File: config.mk
export PLATFORM = sky130hd
export DESIGN_NAME = mac_sequencer
export DESIGN_NICKNAME = d
export VERILOG_FILES = /design/src/rtl/mac_pkg.sv /design/src/rtl/mac_step.sv /design/src/rtl/mac_sequencer.sv
export SDC_FILE = /design/constraint.sdc
export NUM_CORES = 2
export LEC_CHECK = 0
export BUFFER_PORTS_ARGS = -buffer_cell sky130_fd_sc_hd__buf_2
export CORE_ASPECT_RATIO = 0.9
export CORE_MARGIN = 4
export CORE_UTILIZATION = 56
export CTS_CLUSTER_DIAMETER = 200
export CTS_CLUSTER_SIZE = 16
export DETAILED_ROUTE_END_ITERATION = 8
export PLACE_DENSITY = 0.79
export RECOVER_POWER = 25
export SYNTH_ARGS = -nofsm -noshare
export SYNTH_HDL_FRONTEND = slang
export SYNTH_SLANG_ARGS = --single-unit
File: constraint.sdc
create_clock -name clk -period 5.5 [get_ports clk]
set_clock_uncertainty 0.1 [all_clocks]
set_input_delay 1.375 -clock clk [delete_from_list [all_inputs] [get_ports clk]]
set_output_delay 1.375 -clock clk [all_outputs]
set_load 0.01 [all_outputs]
File: src/rtl/mac_pkg.sv
// Shared constants, state encoding and sizing helper for the multi-cycle MAC engine.
package mac_pkg;

  localparam int unsigned OP_W  = 64;
  localparam int unsigned RES_W = 128;

  typedef enum logic [1:0] {
    IDLE = 2'd0,
    CALC = 2'd1,
    DONE = 2'd2
  } state_e;

  // Iteration counter width; never narrower than one bit.
  function automatic int unsigned count_w(input int unsigned iter);
    return (iter > 1) ? $clog2(iter) : 1;
  endfunction

endpackage

File: src/rtl/mac_step.sv
// One shift-add iteration: folds a_sh times the low multiplier slice into acc.
// Ports:
//   acc_i     - running 128-bit accumulator
//   a_sh_i    - multiplicand already shifted to this slice's weight
//   b_slice_i - BITS_PER_CYCLE low bits of the remaining multiplier
//   acc_c     - next accumulator value, truncated to 128 bits
module mac_step
  import mac_pkg::*;
#(
  parameter int unsigned BITS_PER_CYCLE = 4
) (
  input  logic [RES_W-1:0]          acc_i,
  input  logic [RES_W-1:0]          a_sh_i,
  input  logic [BITS_PER_CYCLE-1:0] b_slice_i,
  output logic [RES_W-1:0]          acc_c
);

  logic [RES_W-1:0] pp_c;

  // Partial product plus accumulate; wraps modulo 2^128.
  always_comb begin
    pp_c  = a_sh_i * RES_W'(b_slice_i);
    acc_c = acc_i + pp_c;
  end

endmodule

File: src/rtl/mac_sequencer.sv
// Multi-cycle unsigned multiply-accumulate: Z = (A*B + C) mod 2^128.
// Retires BITS_PER_CYCLE multiplier bits per clock with a fixed latency of
// 64/BITS_PER_CYCLE clocks from the accepting edge to out_valid.
// Ports:
//   clk, rst_n          - clock, asynchronous active-low reset
//   in_valid, in_ready  - operand handshake (A multiplicand, B multiplier, C addend)
//   out_valid, out_ready- result handshake, Z held while out_valid and not taken
//   busy                - high while iterating
module mac_sequencer
  import mac_pkg::*;
#(
  parameter int unsigned BITS_PER_CYCLE = 4
) (
  input  logic              clk,
  input  logic              rst_n,
  input  logic              in_valid,
  output logic              in_ready,
  input  logic [OP_W-1:0]   A,
  input  logic [OP_W-1:0]   B,
  input  logic [RES_W-1:0]  C,
  output logic              out_valid,
  input  logic              out_ready,
  output logic [RES_W-1:0]  Z,
  output logic              busy
);

  localparam int unsigned ITER  = OP_W / BITS_PER_CYCLE;
  localparam int unsigned CNT_W = count_w(ITER);

  generate
    if (!(BITS_PER_CYCLE == 1 || BITS_PER_CYCLE == 2 || BITS_PER_CYCLE == 4 ||
          BITS_PER_CYCLE == 8 || BITS_PER_CYCLE == 16)) begin : g_bad_bpc
      $error("mac_sequencer: BITS_PER_CYCLE must be 1, 2, 4, 8 or 16");
    end
  endgenerate

  state_e           state_q, state_d;
  logic [RES_W-1:0] acc_q, acc_d;
  logic [RES_W-1:0] a_sh_q, a_sh_d;
  logic [OP_W-1:0]  b_rem_q, b_rem_d;
  logic [CNT_W-1:0] count_q, count_d;
  logic [RES_W-1:0] z_q, z_d;
  logic             out_valid_q, out_valid_d;
  logic             busy_q, busy_d;
  logic             idle_rdy_q, idle_rdy_d;
  logic [RES_W-1:0] step_c;
  logic             accept_c;

  mac_step #(.BITS_PER_CYCLE(BITS_PER_CYCLE)) u_step (
    .acc_i     (acc_q),
    .a_sh_i    (a_sh_q),
    .b_slice_i (b_rem_q[BITS_PER_CYCLE-1:0]),
    .acc_c     (step_c)
  );

  // Ready in IDLE is registered (low through reset); in DONE it follows out_ready
  // so a new operand set can be taken on the same edge the result is consumed.
  assign in_ready  = idle_rdy_q | ((state_q == DONE) & out_ready);
  assign accept_c  = in_valid & in_ready;
  assign out_valid = out_valid_q;
  assign busy      = busy_q;
  assign Z         = z_q;

  // Next-state, datapath and registered-output decode.
  always_comb begin
    state_d = state_q;
    acc_d   = acc_q;
    a_sh_d  = a_sh_q;
    b_rem_d = b_rem_q;
    count_d = count_q;
    z_d     = z_q;

    case (state_q)
      IDLE: ;
      CALC: begin
        acc_d   = step_c;
        a_sh_d  = a_sh_q << BITS_PER_CYCLE;
        b_rem_d = b_rem_q >> BITS_PER_CYCLE;
        count_d = count_q + CNT_W'(1);
        if (count_q == CNT_W'(ITER - 1)) begin
          state_d = DONE;
          z_d     = step_c;
        end
      end
      DONE: begin
        if (out_ready) state_d = IDLE;
      end
      default: state_d = IDLE;
    endcase

    // Operand capture, from IDLE or back-to-back out of DONE.
    if (accept_c) begin
      state_d = CALC;
      acc_d   = C;
      a_sh_d  = RES_W'(A);
      b_rem_d = B;
      count_d = '0;
    end

    out_valid_d = (state_d == DONE);
    busy_d      = (state_d == CALC);
    idle_rdy_d  = (state_d == IDLE);
  end

  // State and working registers.
  always_ff @(posedge clk or negedge rst_n) begin
    if (!rst_n) begin
      state_q     <= IDLE;
      acc_q       <= '0;
      a_sh_q      <= '0;
      b_rem_q     <= '0;
      count_q     <= '0;
      z_q         <= '0;
      out_valid_q <= 1'b0;
      busy_q      <= 1'b0;
      idle_rdy_q  <= 1'b0;
    end else begin
      state_q     <= state_d;
      acc_q       <= acc_d;
      a_sh_q      <= a_sh_d;
      b_rem_q     <= b_rem_d;
      count_q     <= count_d;
      z_q         <= z_d;
      out_valid_q <= out_valid_d;
      busy_q      <= busy_d;
      idle_rdy_q  <= idle_rdy_d;
    end
  end

endmodule

==> results_dict.tcl <==
set metrics [dict create \
    start_util 0.5657 \
    crit_arrival_ps 5990 \
    cp.buffers_inverters 4 \
    fin_crit_ps 5620 \
    fin_ws_ps -119.5 \
    maxCapViolCount 2 \
    grt_usage 0.3225 \
    via_per_inst 5.720 \
    grt_pass1_wl_um 199900 \
    yosys_most_used_dff "dfrtp_1" \
    crit_cells 19 \
    end_kind "flip-flop" \
    dieArea_um2 76670 \
    nets 6224 \
    core_um2 71560 \
    synth_area_leaders "dfrtp_1 (28%), fa_1 (18%), and2_1 (7.4%)" \
    violations "capacitance limit, slew limit, setup timing" \
    io-pin-count 391 \
    critPathKind "reg2reg" \
    syn_inst 4866 \
    multi_input_area_um2 26630 \
    utilization 0.6721 \
    dp_hpwl_um 96170 \
    cts_root_buf "clkbuf_16" \
    synth_seq_cells 457 \
    cts_buffers 34 \
    drt-pass1-iter-count 6 \
    htreeDepth 2 \
    area_growth_pct 18.81 \
    yosys.area.top_type "dfrtp_1" \
    drv_slew 172 \
    cts_tree "built" \
    clk_latency_ps 590 \
    path_delay_family "adder cells" \
    yosysMostFrequentCell "nand2_1" \
    r2r_slack_ps -120 \
    max_stage_delay_ps 520 \
    die_w_um 291.4 \
    grt_max_degree 181 \
    grt-ovfl-total 0 \
    synthDistinctLibCells 85 \
    wl_per_cell_um 19.64 \
    cts_hold_buffers 0 \
    dieHeight_um 263.1 \
    seq_area_um2 11440 \
    route.detailed.drc 0 \
    crit_path_frequent_cell "fa_1" \
    antenna_found_initial 5 \
    cp-startpoint "b_rem_q[2]" \
    synth_nets 5632 \
    async_flop_share 1.000 \
    fillCellCount 5886 \
    crit_chain "buf_12, and2_1, fa_1, fa_1, inv_1, fa_1, inv_1, ha_1, nand4_1, or3_1, o221a_1, or4b_4, o211ai_4, nor2_4, o41ai_4, buf_4, a31oi_2, xnor2_1, a221o_1" \
    place_congestion 0.9954 \
    worst_pin_slew_ps 2325 \
    synth_common_cells "nand2_1 (775), inv_1 (582), and2_1 (481), dfrtp_1 (457), fa_1 (374)" \
    row_count 93 \
    finalSetupViolCount 23 \
    reg2reg_to "acc_q[110]" \
    rsz0062_at_grt "yes" \
    portBuffers 390 \
    synth-edff-count 0 \
    worstPathMaxFanout 56 \
    fin_hold_ws_ps 376.4 \
    clkSinkCount 457 \
    outcome "finished, violations left" \
    synth_warnings 0 \
    start_kind "flip-flop" \
    hold_class "reg2reg" \
    final_antenna_net_count 0 \
    endpoint "acc_q[110]" \
    syn_avg_cell_area_um2 8.320 \
    hold_viol 0 \
    cts_buffer_depth 3 \
    r2r-start "b_rem_q[2]" \
    yosysTopAreaCellShare 0.2825 \
    crit_slowest_cell "fa_1" \
    clock.fmax_mhz 178.0 \
    grt_pass1_vias 36820 \
    worstPathRequired_ps 5870 \
    drt_iter0_drc 3198 \
    drive_above_1_share 0.2063 \
    via_count 36690 \
    reg2regPathDepth 19 \
    relSlewSlack -0.5499 \
    period_share 1.022 \
    wl_um 126000 \
    netlist_area_um2 40490 \
    synth.yosys.seq_area_share 0.2825 \
    clk_pin_slew_ps 90 \
]
==> worst min-delay path by stage <==
stage / from / endpoint / slack (ps) / cells after the start
after detailed placement: Z[39] / Z[39] / 360 / 2
after global placement: Z[67] / Z[67] / 360 / 2
after global routing: Z[75] / Z[75] / 400 / 2
final: Z[75] / Z[75] / 380 / 2
after floorplan: b_rem_q[60] / b_rem_q[60] / 370 / 2
after CTS: Z[88] / Z[88] / 380 / 2
==> worst register-to-register path, delay by kind of cell (launching register included) <==
| kind | cells | cell delay [ps] |
|---|---|---|
| and+or+nand+nor | 5 | 1440 |
| buffers and inverters | 4 | 460 |
| xor gates and xnor gates | 1 | 160 |
| AOI/OAI and AO/OA | 5 | 1140 |
| DFF | 1 | 460 |
| adders and majority gates | 4 | 1750 |
==> logic make-up (layout without fill, tap and decap cells) <==
logic type / after synthesis / count (layout) / share of synthesized area
buf+inv: 882 / 1478 / 0.08332
compound gates: 1018 / 1018 / 0.1521
other cells: 0 / 2 / 0
simple gates: 1813 / 1813 / 0.2116
fa+ha+maj: 506 / 506 / 0.2257
flops: 457 / 457 / 0.2825
mux: 58 / 58 / 0.01607
xor+xnor: 132 / 132 / 0.02874
==> metrics by stage <==
step           cell area (um2)  TNS, ps  cells  setup slack (ps)
2_1_floorplan            40490        0   4866             4.004
3_3_place_gp             46100    -5110   6353            -382.0
3_5_place_dp             46100   -10260   6353            -398.4
4_1_cts                  47630   -127.2   6404            -51.58
5_1_grt                  48100   -18170   6413            -273.4
6_report                 48100    -1054   6414            -119.5
==> cells in the final DEF (no fill, tap or decap), types with 11 or more instances in the layout <==
cell / synthesis / routed
xnor2_2: 1 / 11
a21o_1: 59 / 59
nand2_1: 775 / 771
mux2_2: 54 / 54
ha_1: 132 / 105
xor2_1: 49 / 41
clkbuf_16: 0 / 36
nor3_1: 57 / 51
dfrtp_1: 457 / 453
ha_4: 0 / 20
buf_12: 0 / 18
o21bai_1: 41 / 40
buf_4: 9 / 435
a21oi_1: 339 / 323
o211ai_1: 15 / 15
buf_2: 23 / 390
nor2_1: 317 / 311
a31oi_1: 178 / 175
o21ai_1: 18 / 30
xnor2_1: 82 / 71
and2_1: 481 / 475
fa_1: 374 / 371
nand4_1: 72 / 72
a21oi_2: 2 / 13
o21a_1: 26 / 26
nand3_1: 32 / 29
o21ai_0: 231 / 209
inv_1: 582 / 582
==> flip-flops by register name, indices dropped and copies added (netlist names) <==
register	cells
Z	128
idle_rdy_q	1
b_rem_q	64
busy	1
acc_q	128
count_q	4
state_q	2
a_sh_q	128
out_valid	1
==> per-layer routing <==
layer / vias to the layer above / wire length (um) / share of wire / track usage
li1: 16880 / - / - / -
met1: 17950 / 54250 / 0.43 / 0.4606
met2: 1588 / 54900 / 0.44 / 0.4847
met3: 263 / 12390 / 0.098 / 0.08326
met4: 4 / 4401 / 0.035 / 0.1033
met5: - / 21 / 0.00017 / 0
==> cell type report <==
| type | instances | area share |
|---|---|---|
| multi-input cells | 3527 | 0.5536 |
| flip-flops and latches | 457 | 0.2379 |
| repair buffers | 856 | 0.1196 |
| inverters | 582 | 0.04542 |
| well taps | 950 | 0.02471 |
| clock buffers | 36 | 0.01784 |
| clock inverters | 4 | 0.0008844 |
| diodes | 2 | 0.0001041 |
==> what timing repair did <==
action | in CTS | in global routing
gates cloned | 1 | 2
pin swaps | 25 | 26
hold endpoints to repair | 0 | 0
gates resized for setup | 97 | 89
buffers inserted | 10 | 6
endpoints found under the setup margin | 110 | 177
Power is not shown: default switching activity piles up to over one toggle a cycle in this logic, so the estimate is an artifact.
